File: src/rtl/pc_gen_pkg.sv
// Shared fetch-side types and constants: FSM encoding, default boot address, instruction size.
// Also holds the small address helpers that the PC generator and its users share.
package pc_gen_pkg;

  typedef enum logic [1:0] {
    BOOT = 2'd0,
    RUN  = 2'd1,
    HALT = 2'd2
  } fetch_state_e;

  localparam logic [31:0] DEFAULT_RESET_VECTOR = 32'h0000_0000;
  localparam logic [31:0] INSTR_BYTES          = 32'd4;

  function automatic logic [31:0] align_word(input logic [31:0] addr);
    return {addr[31:2], 2'b00};
  endfunction

  function automatic logic is_misaligned(input logic [31:0] addr);
    return |addr[1:0];
  endfunction

endpackage

File: src/rtl/pc_gen.sv
// PC generator feeding instruction fetch; 1-cycle fetch latency, redirect/trap visible next cycle.
// Stall holds pc, pc_fetched and fetch_valid; trap and redirect override stall.
module pc_gen
  import pc_gen_pkg::*;
#(
  parameter logic [31:0] RESET_VECTOR = DEFAULT_RESET_VECTOR
) (
  input  logic        clk,
  input  logic        arst_n,
  input  logic        stall,
  input  logic        redirect_valid,
  input  logic [31:0] redirect_target,
  input  logic        trap_valid,
  input  logic [31:0] trap_vector,
  input  logic        halt_req,
  output logic [31:0] pc,
  output logic [31:0] pc_fetched,
  output logic        fetch_valid,
  output logic        misaligned,
  output logic [31:0] bad_addr,
  output logic        halted,
  output logic [31:0] fetch_count
);

  fetch_state_e state_q, state_d;
  logic [31:0]  pc_q, pc_d;
  logic [31:0]  pc_fetched_q, pc_fetched_d;
  logic         fetch_valid_q, fetch_valid_d;
  logic         misaligned_q, misaligned_d;
  logic [31:0]  bad_addr_q, bad_addr_d;
  logic         halted_q, halted_d;
  logic [31:0]  fetch_count_q, fetch_count_d;

  logic         advance;
  logic         take_target;
  logic [31:0]  target_addr;

  // Decide what happens this cycle; the register updates are applied below.
  always_comb begin
    state_d     = state_q;
    advance     = 1'b0;
    take_target = 1'b0;
    target_addr = 32'h0;

    unique case (state_q)
      BOOT: begin
        state_d = RUN;
        advance = !stall;
      end
      RUN: begin
        if (trap_valid) begin
          take_target = 1'b1;
          target_addr = trap_vector;
        end else if (redirect_valid) begin
          take_target = 1'b1;
          target_addr = redirect_target;
        end else if (halt_req) begin
          state_d = HALT;
        end else if (!stall) begin
          advance = 1'b1;
        end
      end
      HALT: begin
        if (trap_valid) begin
          state_d     = RUN;
          take_target = 1'b1;
          target_addr = trap_vector;
        end
      end
      default: state_d = BOOT;
    endcase
  end

  always_comb begin
    pc_d          = pc_q;
    pc_fetched_d  = pc_fetched_q;
    fetch_valid_d = fetch_valid_q;
    misaligned_d  = 1'b0;
    bad_addr_d    = bad_addr_q;
    fetch_count_d = fetch_count_q;
    halted_d      = (state_d == HALT);

    if (take_target) begin
      // The fetch of the old pc is already in flight; kill it rather than let it reach decode.
      pc_d          = align_word(target_addr);
      fetch_valid_d = 1'b0;
      misaligned_d  = is_misaligned(target_addr);
      if (is_misaligned(target_addr)) begin
        bad_addr_d = target_addr;
      end
    end else if (advance) begin
      pc_fetched_d  = pc_q;
      fetch_valid_d = 1'b1;
      pc_d          = pc_q + INSTR_BYTES;
      fetch_count_d = fetch_count_q + 32'd1;
    end else if (state_q != RUN || state_d != RUN) begin
      // Boot under stall, halt entry and halted cycles present nothing; a RUN stall keeps its output.
      fetch_valid_d = 1'b0;
    end
  end

  always_ff @(posedge clk or negedge arst_n) begin
    if (!arst_n) begin
      state_q       <= BOOT;
      pc_q          <= RESET_VECTOR;
      pc_fetched_q  <= 32'h0;
      fetch_valid_q <= 1'b0;
      misaligned_q  <= 1'b0;
      bad_addr_q    <= 32'h0;
      halted_q      <= 1'b0;
      fetch_count_q <= 32'h0;
    end else begin
      state_q       <= state_d;
      pc_q          <= pc_d;
      pc_fetched_q  <= pc_fetched_d;
      fetch_valid_q <= fetch_valid_d;
      misaligned_q  <= misaligned_d;
      bad_addr_q    <= bad_addr_d;
      halted_q      <= halted_d;
      fetch_count_q <= fetch_count_d;
    end
  end

  assign pc          = pc_q;
  assign pc_fetched  = pc_fetched_q;
  assign fetch_valid = fetch_valid_q;
  assign misaligned  = misaligned_q;
  assign bad_addr    = bad_addr_q;
  assign halted      = halted_q;
  assign fetch_count = fetch_count_q;

endmodule

File: config.mk
export PLATFORM = sky130hd
export DESIGN_NAME = pc_gen
export DESIGN_NICKNAME = d
export VERILOG_FILES = /design/src/rtl/pc_gen_pkg.sv /design/src/rtl/pc_gen.sv
export SDC_FILE = /design/constraint.sdc
export NUM_CORES = 1
export LEC_CHECK = 0
export CORE_MARGIN = 2
export CORE_UTILIZATION = 50
export DETAILED_ROUTE_END_ITERATION = 10
export GPL_TIMING_DRIVEN = 0
export PLACE_DENSITY = 0.86
export SETUP_SLACK_MARGIN = 0.1
export SYNTH_ARGS = -nofsm -noshare
export SYNTH_HDL_FRONTEND = slang
export SYNTH_SLANG_ARGS = --single-unit
File: constraint.sdc
create_clock -name clk -period 4.8 [get_ports clk]
set_clock_uncertainty 0.05 [all_clocks]
set_input_delay 0.72 -clock clk [delete_from_list [all_inputs] [get_ports clk]]
set_output_delay 0.72 -clock clk [all_outputs]
set_load 0.05 [all_outputs]
==> results of run 1 <==
worst reg2reg max path, stage by stage (launching register included):
cell	delay [ns]
dfrtp_1	0.44
inv_1	0.13
ha_1	0.31
nor4b_4	0.53
o21ai_4	0.17
nor2_2	0.46
buf_2	0.41
mux2_2	0.38
sequential cells by signal, summed over array words and instances (netlist names):
name / count
fetch_valid: 1
misaligned: 1
halted: 1
bad_addr: 32
pc: 30
state_q: 2
pc_fetched: 30
fetch_count: 32
final cells by class:
| type | count | area share |
|---|---|---|
| clock buffers | 20 | 0.05132 |
| clock inverters | 12 | 0.01294 |
| flip-flops and latches | 129 | 0.3628 |
| multi-input cells | 374 | 0.3074 |
| plain buffers | 31 | 0.01575 |
| well taps | 147 | 0.02067 |
| inverters | 13 | 0.005484 |
| repair buffers | 197 | 0.2237 |
path summary, 6_finish.rpt:
kind | endpoint | slack (ns) | cells past startpoint
worst max-delay path | pc_fetched[7]$_DFFE_PN0P_ | 1.80 | 7
worst min-delay path | fetch_count[11]$_DFFE_PN0P_ | 0.12 | 1
worst max register to register | pc_fetched[7]$_DFFE_PN0P_ | 1.80 | 7
worst min register to register | fetch_count[31]$_DFFE_PN0P_ | 0.42 | 1
max in group asynchronous | pc[23]$_DFFE_PN0P_ | 3.82 | 2
min in group clk | fetch_count[31]$_DFFE_PN0P_ | 0.42 | 1
stage by stage:
stage / hold slack (ns) / worst slack [ns]
3_5_place_dp: 0.4162 / 1.348
3_3_place_gp: 0.4105 / -1.921
4_1_cts: 0.1134 / 1.770
2_1_floorplan: 0.3744 / 2.446
6_report: 0.1191 / 1.802
5_1_grt: 0.1256 / 1.520
report_power, final:
group / switching, mW / internal, mW / total [mW]
sequential: 0.402 / 1.53 / 1.93
clock: 0.466 / 0.782 / 1.25
combinational: 2.38 / 1.28 / 3.66
layer usage:
metal | vias up | global-route usage | share of wire
li1 | 2341 | - | -
met1 | 2507 | 0.3271 | 0.39
met2 | 240 | 0.4635 | 0.50
met3 | 30 | 0.09120 | 0.085
met4 | 0 | 0.08916 | 0.022
met5 | - | 0 | 0
cells by family after synthesis:
kind of cell,count (synthesis)
muxes,90
DFF,129
xor gates and xnor gates,59
buffers and inverters,44
and+or+nand+nor,165
adders and majority gates,6
other,1
AOI/OAI and AO/OA,50
synth_stat cells:
library cell,n
inv_1,13
mux2_2,33
nor3b_1,1
o21ai_0,34
o21a_1,1
or3_4,1
o21bai_1,1
a21oi_1,5
clkbuf_1,16
and2_1,5
o21ai_4,1
xnor2_1,55
nor4b_4,1
or4b_1,1
buf_1,4
buf_2,7
nor2_2,1
mux2i_1,57
conb_1,1
dfrtp_1,129
nor2b_1,1
nor4_4,2
or2_2,1
nor2_1,13
a21o_1,1
o311ai_0,1
nand2_1,59
nand4_1,20
a211oi_1,1
nand3_1,19
nand3b_1,1
o211ai_2,1
nor3_2,1
a21boi_2,1
ha_1,6
o211ai_1,1
o21ai_1,1
xor2_1,4
buf_4,4
and3_1,10
o2111ai_2,1
nor3_1,11
and4_1,3
nor4_1,14
==> results.toml, run 1 <==
[outcome]
outcome = "finished, final reports clean"

[sta]
slew_viol_final = 0
finalSetupViolCount = 0
setup-tns-final_ns = 0
maxSlewHeadroom = 0.4133
fin_crit_sh = 0.6245
worstMarginPinSlew_ns = 0.8741
fin_crit_ns = 2.998
rsz0062_at_grt = "no"
fmax_mhz = 333.6
hold_violations = 0

[drt]
avgRoutedWirePerCell_um = 18.53
routed_wl_um = 17100
antenna_left = 0
drc = 0
drt_iter0_markers = 325
routed_via_density = 5.545
vias = 5118
first_pass_iters = 8

[clocking]
hold_buffers = 0
clk_pin_slew_worst_paths_ns = 0.06
cts_buffer_depth = 2
cts_sinks = 129
cts_tree = "built"
cts_buffers = 17
h-tree-depth = 4
cts_setup_buffers = 0
cts-root-buf = "clkbuf_16"
post_cts_resized = 0
clock_latency_ns = 0.42

[setup_path]
critPathTopFamily = "simple AND/OR/NAND/NOR gates"
arrival_ns = 3.24
crit_start = "state_q[1]$_DFF_PN0_"
cp_max_fo = 10
path_class = "reg -> reg"
critical-path-slowest-cell = "nor4b_4"
critPathBufInv = 2
crit_chain = "inv_1 > ha_1 > nor4b_4 > o21ai_4 > nor2_2 > buf_2 > mux2_2"
slowest_delay_ns = 0.53
crit_path_start_kind = "register"
r2r-start = "state_q[1]$_DFF_PN0_"
endpoint_kind = "register"
cp_data_required_time_ns = 5.04

[layout]
antenna_cells = 0
utilization = 0.7408
multi_input_area_um2 = 2735
final_common_cell = "clkdlybuf4s50_1"
final_nets = 839
fin_cells = 923
seq_area_um2 = 3228
mostFrequentLayoutCells = "clkdlybuf4s50_1, dfrtp_1, nand2_1"
design_area_um2 = 8899
nFillCells = 787
drive_above_1_share = 0.1134
areaGrowthSynthToFinish_pct = 44.91

[yosys]
synth_top_cell_by_area = "dfrtp_1"
synth_top_family_by_area = "multiplexers"
netlist_area_um2 = 6141
synth_fa_ha_area_frac = 0.01222
synth_xor_area_frac = 0.08415
yosysSeqAreaShare = 0.5257
synth_mux_area_frac = 0.1534
synth_top_area_frac = 0.5257
synth_warnings = 0
ys_ff_latch = 129
synth-compound-area-share = 0.04910
synthDistinctLibCells = 44
synthTopCellsByArea = "dfrtp_1, mux2i_1, xnor2_1"
synthSimpleGateAreaFrac = 0.1441
avgSynthCellArea_um2 = 11.29
netlist_instances = 544

[floorplanning]
core-area_um2 = 12010
ios = 201
num_rows = 40
start_util = 0.5113
die-area_um2 = 13180
die-height_um = 114.8
die_width_um = 114.8

[placed_design]
place_congestion = 0.8444
placed_cell_area_um2 = 8327
portBuffers = 196
dpl.hpwl_um = 12470
post-place-cells = 891

[pwr]
irDropWorstVdd_mv = 0.5220
pwr_density_cell_nw_per_um2 = 768.0
p_leak_nw = 3.862
p_total_mw = 6.834

[job]
max-cap-violations = 0

[global_route]
grt_usage = 0.2720
antenna_found_initial = 0
grt_pass1_vias = 5420
grt_max_degree = 103
grt_pass1_wl_um = 27660
grt.overflow.total = 0

[min_path]
hp-class = "in -> async"
No activity file was read; power rests on OpenSTA's default activity.
==> run 2: changes to the inputs <==
--- a/config.mk
+++ b/config.mk
@@ -6,10 +6,10 @@
 export NUM_CORES = 1
 export LEC_CHECK = 0
 export CORE_MARGIN = 2
-export CORE_UTILIZATION = 50
+export CORE_UTILIZATION = 46
 export DETAILED_ROUTE_END_ITERATION = 10
 export GPL_TIMING_DRIVEN = 0
-export PLACE_DENSITY = 0.86
+export PLACE_DENSITY = 0.8
 export SETUP_SLACK_MARGIN = 0.1
 export SYNTH_ARGS = -nofsm -noshare
 export SYNTH_HDL_FRONTEND = slang
==> constraint.sdc (replaced) <==
create_clock -name clk -period 3 [get_ports clk]
set_clock_uncertainty 0.05 [all_clocks]
set_input_delay 0.45 -clock clk [delete_from_list [all_inputs] [get_ports clk]]
set_output_delay 0.45 -clock clk [all_outputs]
set_load 0.05 [all_outputs]
==> run 2 against run 1 <==
  * Clock-buffer cell count increased by 8
  * Core utilization decreased by 5.8 points
  * Critical path depth stayed put
  * Combinational power rose by 60%
  * Routed wire length decreased by 0.89%
  * Flip-flop and latch count did not move
  * Cell area is 0.77% higher
  * Sequential share of layout area fell by 0.28 points
  * Sequential power grew 59%
  * Cell count up 3.3%
  * Total power grew 59%
  * Critical endpoint is now pc_fetched[11]$_DFFE_PN0P_
  * Largest power group unchanged
==> results.toml, run 2 (same netlist as run 1, synthesis figures left out) <==
[drt]
routed_wl_um = 16950
dr_wl_met3_um = 1442
m1WireLength_um = 6713
top_layer = "met4"
first_pass_iters = 6
wl_met2_um = 8570
routed_via_density = 5.271
drc = 0
vias = 5023
drt_iter0_markers = 298
avgRoutedWirePerCell_um = 17.78
antenna_left = 0

[sta]
hold_violations = 0
setup-tns-final_ns = 0
maxSlewHeadroom = 0.3992
finalSetupViolCount = 0
worstMarginPinSlew_ns = 0.8951
slew_viol_final = 0
fin_crit_sh = 0.9093
fin_crit_ns = 2.728
fmax_mhz = 366.6
rsz0062_at_grt = "no"

[placed_design]
place_congestion = 0.8397
portBuffers = 196
dpl.hpwl_um = 12680

[clocking]
h-tree-depth = 4
cts_buffer_depth = 2
cts_tree = "built"
cts_buffers = 17
cts_sinks = 129
clk_pin_slew_worst_paths_ns = 0.05
clock_latency_ns = 0.42
cts-root-buf = "clkbuf_16"

[setup_path]
critPathTopFamily = "compound AO/OA/AOI/OAI gates"
crit_chain = "inv_1 > ha_1 > o21ai_0 > a21boi_4 > nor2_4 > buf_2 > mux2_2"
cp_max_fo = 10
slowest_delay_ns = 0.43
critical-path-slowest-cell = "dfrtp_1"
ff2ff_setup_slack_ns = 0.27
endpoint_kind = "register"
path_class = "reg -> reg"
critPathBufInv = 2
crit_path_start_kind = "register"
arrival_ns = 2.98
cp_data_required_time_ns = 3.25

[pwr]
p_int_mw = 5.751
irDropWorstVdd_mv = 0.9226
p_clk_frac = 0.181
p_leak_nw = 3.877
power_frac_comb = 0.537
pwr_density_cell_nw_per_um2 = 1214
switching_share = 0.4716
seq_power_share = 0.282
p_total_mw = 10.88
switching_power_mw = 5.133

[global_route]
grt.overflow.total = 0
grt_max_degree = 71
grt_pass1_wl_um = 27390
grt_pass1_vias = 5311
grt_usage = 0.2488
antenna_found_initial = 0

[layout]
final_common_cell = "clkdlybuf4s50_1"
utilization = 0.6826
mostFrequentLayoutCells = "clkdlybuf4s50_1, dfrtp_1, nand2_1"
antenna_cells = 0
areaGrowthSynthToFinish_pct = 46.03
drive_above_1_share = 0.1120
final_nets = 841

[floorplanning]
ios = 201
die_width_um = 119.5
start_util = 0.4674
die-area_um2 = 14290
die-height_um = 119.5
num_rows = 42
core-area_um2 = 13140

[job]
max-cap-violations = 0

[min_path]
hp-class = "reg -> reg"

[outcome]
outcome = "finished, final reports clean"
## run 2: what timing repair did
item | in CTS | in global routing
hold endpoints to repair | 59 | 0
hold buffers | 1 | 0
setup endpoints to repair | 20 | 55
setup buffers | 0 | 1
gates resized for setup | 1 | 1
## run 2: power by group through the flow
| stage | Combinational, mW | Clock, mW | Sequential, mW |
|---|---|---|---|
| 4_1_cts | 5.87 | 1.99 | 3.06 |
| 5_1_grt | 6.14 | 2.08 | 3.18 |
| 3_5_place_dp | 5.84 | 0 | 3.08 |
| 3_3_place_gp | 5.73 | 0 | 3.05 |
| 6_report | 5.84 | 1.97 | 3.07 |
| 2_1_floorplan | 1.56 | 0 | 5.27 |
## run 2: area by class of cell
class | instances | area, um2
inverter | 13 | 48.80
multi-input combinational | 374 | 2748
fill | 1013 | 4170
timing repair buffer | 199 | 2008
clock buffer | 28 | 556.8
tap | 176 | 220.2
sequential | 129 | 3228
clock inverter | 3 | 17.52
buffer | 31 | 140.1
## run 2: worst reg2reg max path, stage by stage, from the launching register on
cell and delay, ns:
dfrtp_1 0.43, inv_1 0.11, ha_1 0.28, o21ai_0 0.41
a21boi_4 0.21, nor2_4 0.37, buf_2 0.36, mux2_2 0.38
## run 2: per-stage QoR
step | cell area [um2] | worst slack (ns) | std cells | hold WS (ns)
2_1_floorplan | 6152 | 0.6752 | 547 | 0.1044
3_3_place_gp | 8334 | -3.493 | 919 | 0.4121
3_5_place_dp | 8363 | -0.1571 | 920 | 0.4143
4_1_cts | 8952 | 0.2181 | 952 | 0.4309
5_1_grt | 8967 | 0.1666 | 953 | 0.4462
6_report | 8967 | 0.2720 | 953 | 0.4249
## run 2: per-layer routing
layer	vias up	track usage
li1	2341	-
met1	2471	0.2911
met2	190	0.4214
met3	21	0.1031
met4	0	0.06985
met5	-	0
## run 2: worst paths after layout
| check | start | cells after the start | to |
|---|---|---|---|
| worst min-delay path | fetch_count[31]$_DFFE_PN0P_ | 1 | fetch_count[31]$_DFFE_PN0P_ |
| worst max register to register | state_q[1]$_DFF_PN0_ | 7 | pc_fetched[11]$_DFFE_PN0P_ |
| min in group asynchronous | arst_n | 2 | fetch_count[31]$_DFFE_PN0P_ |
| worst max-delay path | state_q[1]$_DFF_PN0_ | 7 | pc_fetched[11]$_DFFE_PN0P_ |
| worst min register to register | fetch_count[31]$_DFFE_PN0P_ | 1 | fetch_count[31]$_DFFE_PN0P_ |
| max in group asynchronous | arst_n | 3 | pc_fetched[11]$_DFFE_PN0P_ |
==> run 3: changes to the inputs <==
--- a/config.mk
+++ b/config.mk
@@ -10,7 +10,7 @@
 export DETAILED_ROUTE_END_ITERATION = 10
 export GPL_TIMING_DRIVEN = 0
 export PLACE_DENSITY = 0.8
-export SETUP_SLACK_MARGIN = 0.1
+export SETUP_SLACK_MARGIN = 0.5
 export SYNTH_ARGS = -nofsm -noshare
 export SYNTH_HDL_FRONTEND = slang
 export SYNTH_SLANG_ARGS = --single-unit
==> run 3 against run 2 <==
  * Non-clock buffer count rose by 6
  * Combinational power grew 2%
  * Cell count grew 0.63%
  * Via count rose by 0.86%
  * Clock-buffer cell count unchanged
  * Die area stayed put
  * Register-to-register slack better by 0.36 ns
  * Critical endpoint is now pc[31]$_DFFE_PN0P_
  * Highest routed layer unchanged
  * Sequential power is essentially flat
  * Worst hold slack is essentially flat
==> results.toml, run 3 (same netlist as run 1, synthesis figures left out) <==
[sta]
fin_crit_ns = 2.368
finalSetupViolCount = 0
hold_slack_ns = 0.4247
rsz0062_at_grt = "yes"
fmax_mhz = 422.4
fin_crit_sh = 0.7892
slew_viol_final = 0
hold_violations = 0
maxSlewHeadroom = 0.4263
worstMarginPinSlew_ns = 0.8606

[floorplanning]
start_util = 0.4674
die-area_um2 = 14290
core-area_um2 = 13140
num_rows = 42
die_width_um = 119.5
ios = 201
die-height_um = 119.5

[clocking]
h-tree-depth = 4
cts_buffers = 17
clock_latency_ns = 0.42
cts_sinks = 129
cts_buffer_depth = 2
clk_pin_slew_worst_paths_ns = 0.05
cts-root-buf = "clkbuf_16"
cts_tree = "built"

[drt]
avgRoutedWirePerCell_um = 17.96
drc = 0
first_pass_iters = 4
antenna_left = 0
top_layer = "met4"
routed_wl_um = 17220
routed_via_density = 5.283
drt_iter0_markers = 256
wl_met2_um = 8744
vias = 5066
m1WireLength_um = 6769
dr_wl_met3_um = 1423

[min_path]
min_path_cells = 1
hp-class = "reg -> reg"

[global_route]
grt_pass1_wl_um = 27570
grt_usage = 0.2499
antenna_found_initial = 0
grt.overflow.total = 0
grt_max_degree = 71
grt_pass1_vias = 5339

[layout]
drive_above_1_share = 0.1354
final_common_cell = "clkdlybuf4s50_1"
antenna_cells = 0
areaGrowthSynthToFinish_pct = 48.76
mostFrequentLayoutCells = "clkdlybuf4s50_1, dfrtp_1, nand2_1"
fin_cells = 959
utilization = 0.6953
design_area_um2 = 9135
nFillCells = 993
final_nets = 847

[setup_path]
endpoint_kind = "register"
cp_max_fo = 9
arrival_ns = 2.67
path_class = "reg -> reg"
critical-path-slowest-cell = "or4b_1"
crit_path_start_kind = "register"
crit_top_cell = "buf_4"
reg2reg_depth = 8
cp_data_required_time_ns = 3.31
crit_chain = "inv_1 > ha_4 > nor4b_4 > buf_4 > buf_4 > o2111ai_4 > or4b_1 > nand3_1"
slowest_delay_ns = 0.57
ff2ff_setup_slack_ns = 0.63

[outcome]
outcome = "finished, final reports clean"

[placed_design]
placed_cell_area_um2 = 8363
dpl.hpwl_um = 12680
post-place-cells = 920
place_congestion = 0.8397
portBuffers = 196

[job]
max-cap-violations = 0

[pwr]
seq_power_share = 0.280
p_leak_nw = 3.968
p_int_mw = 5.811
pwr_density_cell_nw_per_um2 = 1204
switching_power_mw = 5.183
irDropWorstVdd_mv = 0.9212
switching_share = 0.4714
power_frac_comb = 0.541
p_clk_frac = 0.179
-- run 3: cell types whose count changed in the layout (fill, tap and decap cells not counted), moves of 2 or more --
cell     before  now
buf_4         5   13
nor4_1       14    7
nor4_2        0    4
nor4_4        2    5
buf_1         4    2
o21ai_2       0    2
-- run 3: layer usage --
layer  vias up  GRT usage
li1       2354          -
met1      2492     0.2918
met2       196     0.4264
met3        24    0.09458
met4         0    0.07941
met5         -          0
-- run 3: final cells by class --
type | count | area, um2 | share of cell area
plain buffers | 31 | 155.1 | 0.01698
clock buffers | 28 | 556.8 | 0.06095
clock inverters | 3 | 17.52 | 0.001918
inverters | 13 | 48.80 | 0.005342
multi-input cells | 374 | 2855 | 0.3126
flip-flops and latches | 129 | 3228 | 0.3534
well taps | 176 | 220.2 | 0.02411
repair buffers | 205 | 2053 | 0.2248
-- run 3: worst max-delay path, delay by kind of cell (launching register included) --
kind | cells | cell delay (ns)
and+or+nand+nor | 3 | 0.86
adders and majority gates | 1 | 0.20
DFF | 1 | 0.43
AOI/OAI and AO/OA | 1 | 0.26
buffers and inverters | 3 | 0.49
-- run 3: power by group through the flow --
stage | clock (mW) | combinational (mW) | sequential, mW
after floorplan | 0 | 1.56 | 5.27
after global placement | 0 | 5.73 | 3.05
after detailed placement | 0 | 5.84 | 3.08
after CTS | 1.99 | 5.94 | 3.06
after global routing | 2.07 | 6.25 | 3.19
final | 1.97 | 5.95 | 3.08
-- run 3: worst paths after layout --
kind | start | to
worst max-delay path | state_q[1]$_DFF_PN0_ | pc[31]$_DFFE_PN0P_
worst min-delay path | fetch_count[31]$_DFFE_PN0P_ | fetch_count[31]$_DFFE_PN0P_
worst max register to register | state_q[1]$_DFF_PN0_ | pc[31]$_DFFE_PN0P_
worst min register to register | fetch_count[31]$_DFFE_PN0P_ | fetch_count[31]$_DFFE_PN0P_
max in group asynchronous | arst_n | bad_addr[13]$_DFFE_PN0P_
min in group asynchronous | arst_n | fetch_count[29]$_DFFE_PN0P_
-- run 3: timing repair --
action                                 in CTS  in global routing
resized for setup                           9                 19
endpoints found under the hold margin      59                  0
setup buffers                               7                  0
pin swaps                                   1                  5
hold buffers                                1                  0
setup endpoints to repair                 111                 90
-- run 3: metrics by stage --
step | setup slack (ns) | setup TNS (ns) | total power, mW
detailed placement | -0.1571 | -5.266 | 8.922
global route | 0.4262 | 0 | 11.50
global placement | -3.493 | -452.13 | 8.782
floorplan | 0.6752 | 0 | 6.833
CTS | 0.4978 | 0 | 10.99
finish | 0.6325 | 0 | 10.99
